### config.mk
export PLATFORM = sky130hd
export DESIGN_NAME = sys_ctrl
export DESIGN_NICKNAME = d
export VERILOG_FILES = /design/src/rtl/sys_pkg.sv /design/src/rtl/sys_ctrl.sv
export SDC_FILE = /design/constraint.sdc
export NUM_CORES = 1
export LEC_CHECK = 0
export ABC_CLOCK_PERIOD_IN_PS = 6000
export BUFFER_PORTS_ARGS = -buffer_cell sky130_fd_sc_hd__buf_2
export CAP_MARGIN = 5
export CORE_MARGIN = 5
export CORE_UTILIZATION = 55
export CTS_CLUSTER_SIZE = 12
export DETAILED_ROUTE_END_ITERATION = 10
export PLACE_DENSITY_LB_ADDON = 0.25
export SYNTH_ARGS = -nofsm -noshare
export SYNTH_HDL_FRONTEND = slang
export SYNTH_SLANG_ARGS = --single-unit
### constraint.sdc
create_clock -name clk -period 6 [get_ports clk]
set_clock_uncertainty 0.2 [all_clocks]
set_input_delay 0.3 -clock clk [delete_from_list [all_inputs] [get_ports clk]]
set_output_delay 0.3 -clock clk [all_outputs]
set_load 0.01 [all_outputs]
### src/rtl/sys_pkg.sv
// Shared constants for the system controller: command opcodes, FSM state
// encoding and the register-file addresses that receive ALU operands.
package sys_pkg;

  localparam logic [7:0] CMD_WRITE     = 8'hAA;
  localparam logic [7:0] CMD_READ      = 8'hBB;
  localparam logic [7:0] CMD_ALU_OPS   = 8'hCC;
  localparam logic [7:0] CMD_ALU_NOOPS = 8'hDD;

  localparam int STATE_W = 4;

  localparam logic [STATE_W-1:0] ST_IDLE     = 4'd0;
  localparam logic [STATE_W-1:0] ST_WR_ADDR  = 4'd1;
  localparam logic [STATE_W-1:0] ST_WR_DATA  = 4'd2;
  localparam logic [STATE_W-1:0] ST_RD_ADDR  = 4'd3;
  localparam logic [STATE_W-1:0] ST_RD_WAIT  = 4'd4;
  localparam logic [STATE_W-1:0] ST_ALU_A    = 4'd5;
  localparam logic [STATE_W-1:0] ST_ALU_B    = 4'd6;
  localparam logic [STATE_W-1:0] ST_ALU_FUN  = 4'd7;
  localparam logic [STATE_W-1:0] ST_ALU_WAIT = 4'd8;
  localparam logic [STATE_W-1:0] ST_TX_BYTE0 = 4'd9;
  localparam logic [STATE_W-1:0] ST_TX_BYTE1 = 4'd10;

  localparam int unsigned OPERAND_A_ADDR = 0;
  localparam int unsigned OPERAND_B_ADDR = 1;

endpackage

### src/rtl/sys_ctrl.sv
// UART-driven system controller: decodes command frames into register-file
// and ALU operations and serialises the responses into the TX FIFO.
module sys_ctrl
  import sys_pkg::*;
#(
  parameter int DATA_WIDTH = 8,
  parameter int ADDR_WIDTH = 4
) (
  input  logic                    clk,
  input  logic                    rst,
  input  logic [DATA_WIDTH-1:0]   RX_P_DATA,
  input  logic                    RX_D_VLD,
  input  logic [DATA_WIDTH-1:0]   RdData,
  input  logic                    RdData_Valid,
  input  logic [2*DATA_WIDTH-1:0] ALU_OUT,
  input  logic                    OUT_VALID,
  input  logic                    FIFO_FULL,
  output logic                    WrEn,
  output logic                    RdEn,
  output logic [ADDR_WIDTH-1:0]   Address,
  output logic [DATA_WIDTH-1:0]   WrData,
  output logic                    ALU_EN,
  output logic [3:0]              ALU_FUN,
  output logic                    CLK_EN,
  output logic [DATA_WIDTH-1:0]   TX_P_DATA,
  output logic                    TX_D_VLD
);

  logic [STATE_W-1:0]      state_q,   state_d;
  logic [ADDR_WIDTH-1:0]   addr_q,    addr_d;
  logic [DATA_WIDTH-1:0]   wr_data_q, wr_data_d;
  logic                    wr_en_q,   wr_en_d;
  logic                    rd_en_q,   rd_en_d;
  logic                    alu_en_q,  alu_en_d;
  logic [3:0]              alu_fun_q, alu_fun_d;
  logic                    clk_en_q,  clk_en_d;
  logic [2*DATA_WIDTH-1:0] resp_q,    resp_d;
  logic                    resp_two_q, resp_two_d;
  logic [DATA_WIDTH-1:0]   tx_data_q, tx_data_d;
  logic                    tx_vld_q,  tx_vld_d;

  always_comb begin
    // NOTE: every signal gets a default first so no path through the case leaves it unassigned (no latches).
    state_d    = state_q;
    addr_d     = addr_q;
    wr_data_d  = wr_data_q;
    wr_en_d    = 1'b0;
    rd_en_d    = 1'b0;
    alu_en_d   = 1'b0;
    alu_fun_d  = alu_fun_q;
    clk_en_d   = clk_en_q;
    resp_d     = resp_q;
    resp_two_d = resp_two_q;
    tx_data_d  = tx_data_q;
    tx_vld_d   = 1'b0;

    unique case (state_q)
      ST_IDLE: begin
        if (RX_D_VLD) begin
          if (RX_P_DATA == DATA_WIDTH'(CMD_WRITE)) begin
            state_d = ST_WR_ADDR;
          end else if (RX_P_DATA == DATA_WIDTH'(CMD_READ)) begin
            state_d = ST_RD_ADDR;
          end else if (RX_P_DATA == DATA_WIDTH'(CMD_ALU_OPS)) begin
            state_d  = ST_ALU_A;
            clk_en_d = 1'b1;
          end else if (RX_P_DATA == DATA_WIDTH'(CMD_ALU_NOOPS)) begin
            state_d  = ST_ALU_FUN;
            clk_en_d = 1'b1;
          end
        end
      end

      ST_WR_ADDR: begin
        if (RX_D_VLD) begin
          addr_d  = RX_P_DATA[ADDR_WIDTH-1:0];
          state_d = ST_WR_DATA;
        end
      end

      ST_WR_DATA: begin
        if (RX_D_VLD) begin
          wr_data_d = RX_P_DATA;
          wr_en_d   = 1'b1;
          state_d   = ST_IDLE;
        end
      end

      ST_RD_ADDR: begin
        if (RX_D_VLD) begin
          addr_d  = RX_P_DATA[ADDR_WIDTH-1:0];
          rd_en_d = 1'b1;
          state_d = ST_RD_WAIT;
        end
      end

      ST_RD_WAIT: begin
        if (RdData_Valid) begin
          resp_d     = {{DATA_WIDTH{1'b0}}, RdData};
          resp_two_d = 1'b0;
          state_d    = ST_TX_BYTE0;
        end
      end

      ST_ALU_A: begin
        if (RX_D_VLD) begin
          addr_d    = ADDR_WIDTH'(OPERAND_A_ADDR);
          wr_data_d = RX_P_DATA;
          wr_en_d   = 1'b1;
          state_d   = ST_ALU_B;
        end
      end

      ST_ALU_B: begin
        if (RX_D_VLD) begin
          addr_d    = ADDR_WIDTH'(OPERAND_B_ADDR);
          wr_data_d = RX_P_DATA;
          wr_en_d   = 1'b1;
          state_d   = ST_ALU_FUN;
        end
      end

      ST_ALU_FUN: begin
        if (RX_D_VLD) begin
          alu_fun_d = RX_P_DATA[3:0];
          alu_en_d  = 1'b1;
          state_d   = ST_ALU_WAIT;
        end
      end

      // The ALU clock stays enabled through the cycle its result is sampled.
      ST_ALU_WAIT: begin
        if (OUT_VALID) begin
          resp_d     = ALU_OUT;
          resp_two_d = 1'b1;
          clk_en_d   = 1'b0;
          state_d    = ST_TX_BYTE0;
        end
      end

      ST_TX_BYTE0: begin
        if (!FIFO_FULL) begin
          tx_data_d = resp_q[DATA_WIDTH-1:0];
          tx_vld_d  = 1'b1;
          state_d   = resp_two_q ? ST_TX_BYTE1 : ST_IDLE;
        end
      end

      ST_TX_BYTE1: begin
        if (!FIFO_FULL) begin
          tx_data_d = resp_q[2*DATA_WIDTH-1:DATA_WIDTH];
          tx_vld_d  = 1'b1;
          state_d   = ST_IDLE;
        end
      end

      default: state_d = ST_IDLE;
    endcase
  end

  // NOTE: state registers use non-blocking assignments so all of them update together at the edge.
  always_ff @(posedge clk or negedge rst) begin
    if (!rst) begin
      state_q    <= ST_IDLE;
      addr_q     <= '0;
      wr_data_q  <= '0;
      wr_en_q    <= 1'b0;
      rd_en_q    <= 1'b0;
      alu_en_q   <= 1'b0;
      alu_fun_q  <= '0;
      clk_en_q   <= 1'b0;
      resp_q     <= '0;
      resp_two_q <= 1'b0;
      tx_data_q  <= '0;
      tx_vld_q   <= 1'b0;
    end else begin
      state_q    <= state_d;
      addr_q     <= addr_d;
      wr_data_q  <= wr_data_d;
      wr_en_q    <= wr_en_d;
      rd_en_q    <= rd_en_d;
      alu_en_q   <= alu_en_d;
      alu_fun_q  <= alu_fun_d;
      clk_en_q   <= clk_en_d;
      resp_q     <= resp_d;
      resp_two_q <= resp_two_d;
      tx_data_q  <= tx_data_d;
      tx_vld_q   <= tx_vld_d;
    end
  end

  assign WrEn      = wr_en_q;
  assign RdEn      = rd_en_q;
  assign Address   = addr_q;
  assign WrData    = wr_data_q;
  assign ALU_EN    = alu_en_q;
  assign ALU_FUN   = alu_fun_q;
  assign CLK_EN    = clk_en_q;
  assign TX_P_DATA = tx_data_q;
  assign TX_D_VLD  = tx_vld_q;

endmodule

## After elaboration in Yosys (flattened, before gate mapping)

Cells that the tools add are included.
Widths: inputs -> output; s select.

| word-level totals | value |
|---|---|
| memory bits (read-only) | 0 |
| input port bits | 38 |
| flip-flop bits (word level) | 50 |
| bits in writable memories | 0 |
| memories | 0 |
| output and inout bits | 29 |
| bits in latches | 0 |

| cells by class | value |
|---|---|
| reductions and logical operators | 15 |
| mux-type cells | 42 |
| divide/modulo/power cells | 0 |
| shifts and indexed selects | 0 |
| multiply operators | 0 |
| equal/unequal tests | 30 |
| add/sub/neg operators | 0 |
| bitwise gates (word level) | 0 |
| order comparisons | 0 |

Operators with widths:

| cell | number |
|---|---|
| $mux 4 | 18 |
| $pmux 4 s11 | 1 |
| $eq 8x8->1 const B | 4 |
| $mux 16 | 2 |
| $pmux 16 s2 | 1 |
| $ne 2x2->1 const B | 13 |
| $eq 4x3->1 const B | 4 |
| $mux 8 | 2 |
| $pmux 8 s2 | 1 |
| $mux 1 | 14 |
| $eq 4x4->1 const B | 3 |
| $pmux 4 s3 | 1 |
| $reduce_and 12->1 | 1 |
| $eq 4x2->1 const B | 2 |
| $reduce_and 3->1 | 2 |
| $reduce_and 6->1 | 1 |
| $reduce_bool 2->1 | 3 |
| $ne 5x5->1 const B | 1 |
| $eq 4x1->1 const B | 1 |
| $logic_not 4->1 | 1 |
| $pmux 1 s2 | 2 |
| $reduce_and 2->1 | 2 |
| $reduce_and 4->1 | 1 |
| $reduce_or 2->1 | 2 |
| other kinds (4) | 4 |

## Logic depth before layout (Yosys ltp)

| logic depth | value |
|---|---|
| depth after elaboration | 7 |
| depth in mapped cells | 7 |
| mapped depth without buffers | 5 |

## Least setup slack after synthesis

OpenSTA, ideal clock, no wires.

| path | value |
|---|---|
| kind | flip-flop to flip-flop |
| start point | register state_q[2] |
| end point | register state_q[2] |
| arrival | 1556 ps |
| stages on the path, launching flop included | 7 |
| library setup time | 129 ps |
| period minus slack after synthesis | 1885 ps |
| required time | 5671 ps |
| path slack | 4115 ps |
| cell sequence | dfrtp_1 buf_4 nand3b_4 maj3_2 o21ai_4 nor2_2 a2111o_1 |

| on the way | value |
|---|---|
| cells in the longest elaborated chain, start to end | 3 |
| elaborated cells on any way between the ends | 25 |
| classes of those cells | eq/ne (22); mux (1); reduce/logical (2) |

RTL lines:

| item | RTL line | RTL |
|---|---|---|
| from (decl) | sys_ctrl.sv:29 | `logic [STATE_W-1:0] state_q, state_d;` |
| from (signal assigned) | sys_ctrl.sv:177 | `state_q <= state_d;` |
| $logic_not 4->1, or another cell as far along | sys_ctrl.sv:57 | `unique case (state_q)` |
| $ne 5x5->1 (no source line) or $ne 2x2->1 (tied branches) | -- |  |
| $reduce_and 12->1 (no source line) | -- |  |

Parallel ways exist; a longest one is shown, timed or not.
A chain may end at the register's enable or synchronous reset.

## Worst setup path after layout

| path | value |
|---|---|
| start point | register state_q[0] |
| end point | register wr_data_q[2], in the netlist WrData[2] |

| on the way | value |
|---|---|
| cells in the longest elaborated chain, start to end | 3 |
| elaborated cells on any way between the ends | 5 |
| classes of those cells | eq/ne (3); reduce/logical (2) |

RTL lines:

| item | RTL line | RTL |
|---|---|---|
| $eq 4x3->1 or $eq 4x2->1 (tied branches) | sys_ctrl.sv:57 |  |
| $reduce_or 3->1 (no source line) (*) | -- |  |
| $reduce_and 2->1 (no source line) (*) | -- |  |
| to (signal assigned) | sys_ctrl.sv:179 | `wr_data_q <= wr_data_d;` |
| to (decl) | sys_ctrl.sv:31 | `logic [DATA_WIDTH-1:0] wr_data_q, wr_data_d;` |

Mark *: on every way between the ends. The rest lies on a longest branch, timed or not.

==> results.toml <==
[routing]
drt_iter0_drc = 172
ant_nets = 0
drc = 0
routedWlPerCell_um = 15.7
viasPerCell = 5.53
num_vias = 1742
first_pass_iters = 4
totalWireLength_um = 4930

[die]
rows = 23
fp.dieW_um = 74.6
core_area_sq_mm = 0.00403
dieHeight_um = 74.6
die_area_sq_mm = 0.00556
start_util = 0.569
ios = 67

[flow_run]
max_cap_violations = 0

[layout]
final_area_sq_mm = 0.00272
fillers = 337
syn2layout_area_growth_pct = 18.7
multiInputGateArea_sq_um = 973
diodes = 0
final_util = 0.675
drive_gt1_frac = 0.358
register_area_sq_mm = 0.00125
final_nets = 302

[logic_synthesis]
synth_edf_count = 0
synthFlopType = "dfrtp_1"
synth_common_cells = "dfrtp_1 (50), nand2_1 (29), mux2i_1 (16), o21ai_1 (16), mux2_2 (12)"
seq_area_frac_synth = 0.546
synth.largest_area_cell = "dfrtp_1"
synth_fp_nets = 241
synth_area_leaders = "dfrtp_1 (55%), mux2i_1 (7.0%), mux2_2 (5.9%)"
synth.most_common_cell = "dfrtp_1"
synth_top_area_frac = 0.546
ys_ff_latch = 50
synthesis.area_sq_mm = 0.00229
syn_inst = 203
async_reset_ff_frac = 1.00
synth.avg_cell_area_sq_um = 11.3
synth-warning-count = 0
synth_cell_types = 45

[timing]
setup_viol = 0
slew_headroom = 0.224
hold_violations = 1
rsz0062_at_grt = "no"
worstMarginPinSlew_ps = 1160
max_freq_mhz = 364
min_period_ps = 2750
whs_ps = -2.11
fin_tns_setup_ps = 0
slew_violations = 0
period_share = 0.458

[critical_path]
slowest_stage = "nor3b_1"
reg2reg_slack_ps = 3260
r2r_cells = 4
r2r-end = "WrData[2]"
critical_path_peak_fanout = 13
r2r-start = "state_q[0]"
crit_path_start_kind = "register"
worstSetupPathType = "register to register"
cp.arrival_ps = 2720
critical_path_required_ps = 5980
cpPeakStageDelay_ps = 950
path_cells = "nor2b_1 -> a21oi_1 -> nor3b_1 -> mux2_2"
end_kind = "register"

[clock_tree]
clk_pin_slew_ps = 90
root_buffer = "clkbuf_8"
cts_setup_buffers = 0
cts_buffers = 5
holdBufCountCts = 0
cts.repair.resized = 0
cts_tree = "done"
cts_num_sinks = 50
clock_latency_ps = 290
htreeDepth = 2
clock_path_buffers = 2

[global_routing]
grt-ovfl-total = 0
grt_max_degree = 51
grt_pass1_wl_um = 8230
grt_antenna_before_repair = 0
grt_usage = 0.191
first_global_vias = 1665

[min_path]
hold_class = "input pin to asynchronous set/reset pin"

[placed_design]
placed_cell_area_sq_mm = 0.00263
hpwl_um = 3600
io_buffers = 66
gp_congestion = 0.886

[outcome]
violations = "negative hold slack"
status = "finished with violations"

[pwr]
ir_drop_v = 0.000265
cellPowerDensity_mw_per_mm2 = 471
p_leak_nw = 1.34
-- per-stage QoR --
step | setup slack (ps) | power [mW] | cells
3_5_place_dp | 3360 | 1.09 | 307
6_report | 3260 | 1.28 | 315
2_1_floorplan | 4120 | 0.928 | 203
5_1_grt | 3000 | 1.37 | 315
3_3_place_gp | 3420 | 1.08 | 307
4_1_cts | 3280 | 1.29 | 315
-- sequential cells by signal (all words and copies together) (netlist names) --
| signal | flops |
|---|---|
| state_q | 4 |
| RdEn | 1 |
| resp_q | 16 |
| WrData | 8 |
| WrEn | 1 |
| TX_P_DATA | 8 |
| resp_two_q | 1 |
| Address | 4 |
| CLK_EN | 1 |
| ALU_EN | 1 |
| TX_D_VLD | 1 |
| ALU_FUN | 4 |
-- worst max-delay path by stage --
stage,start,endpoint,slack [ps]
after global routing,state_q[0],WrData[0],3000
after detailed placement,state_q[0],WrData[1],3360
final,state_q[0],WrData[2],3260
after CTS,state_q[0],WrData[2],3280
after floorplan,state_q[2],state_q[2],4120
after global placement,state_q[0],WrData[1],3420
-- layout by cell type, fill, tap and decap left out, drive strengths merged, types with 2 or more instances in the layout --
| master | instances |
|---|---|
| a21boi | 2 |
| a21oi | 3 |
| a22o | 9 |
| and3 | 2 |
| buf | 66 |
| clkbuf | 7 |
| dfrtp | 50 |
| inv | 3 |
| mux2 | 12 |
| mux2i | 16 |
| nand2 | 29 |
| nand2b | 3 |
| nand3 | 2 |
| nand3b | 2 |
| nor2 | 9 |
| nor3 | 2 |
| nor4bb | 2 |
| o21ai | 24 |
| xnor2 | 2 |
-- critical path, delay by kind of cell (launching register included) --
kind	cells	cell delay, ps
AND/OR/NAND/NOR	2	1280
flip-flops	1	600
multiplexers	1	420
AO/OA/AOI/OAI	1	130
-- power breakdown --
group	leakage, nW	switching (mW)	internal (mW)
Sequential	0.637	0.103	0.472
Clock	0.0482	0.103	0.0932
Combinational	0.658	0.269	0.242
Total	1.34	0.475	0.807
-- metal layers --
layer  part of all wire  wire (um)  vias to the layer above  global-route usage
li1                   -          -                      849                   -
met1               0.45       2210                      837               0.275
met2               0.48       2390                       52               0.304
met3              0.064        314                        4              0.0405
met4             0.0049         24                        0              0.0296
met5                  0          0                        -                   0
-- logic make-up after synthesis --
family / after synthesis / synth area share
buf+inv: 15 / 0.0317
mux: 28 / 0.129
flops: 50 / 0.546
simple gates: 59 / 0.133
fa+ha+maj: 1 / 0.00491
compound gates: 48 / 0.148
xor+xnor: 2 / 0.00764
-- final cells by class --
class / count / share of cell area
clock buffers: 7 / 0.0317
repair buffers: 66 / 0.121
multi-input cells: 138 / 0.358
inverters: 3 / 0.00414
well taps: 50 / 0.0230
clock inverters: 1 / 0.00184
flip-flops and latches: 50 / 0.460
No activity file was read; power rests on OpenSTA's default activity.
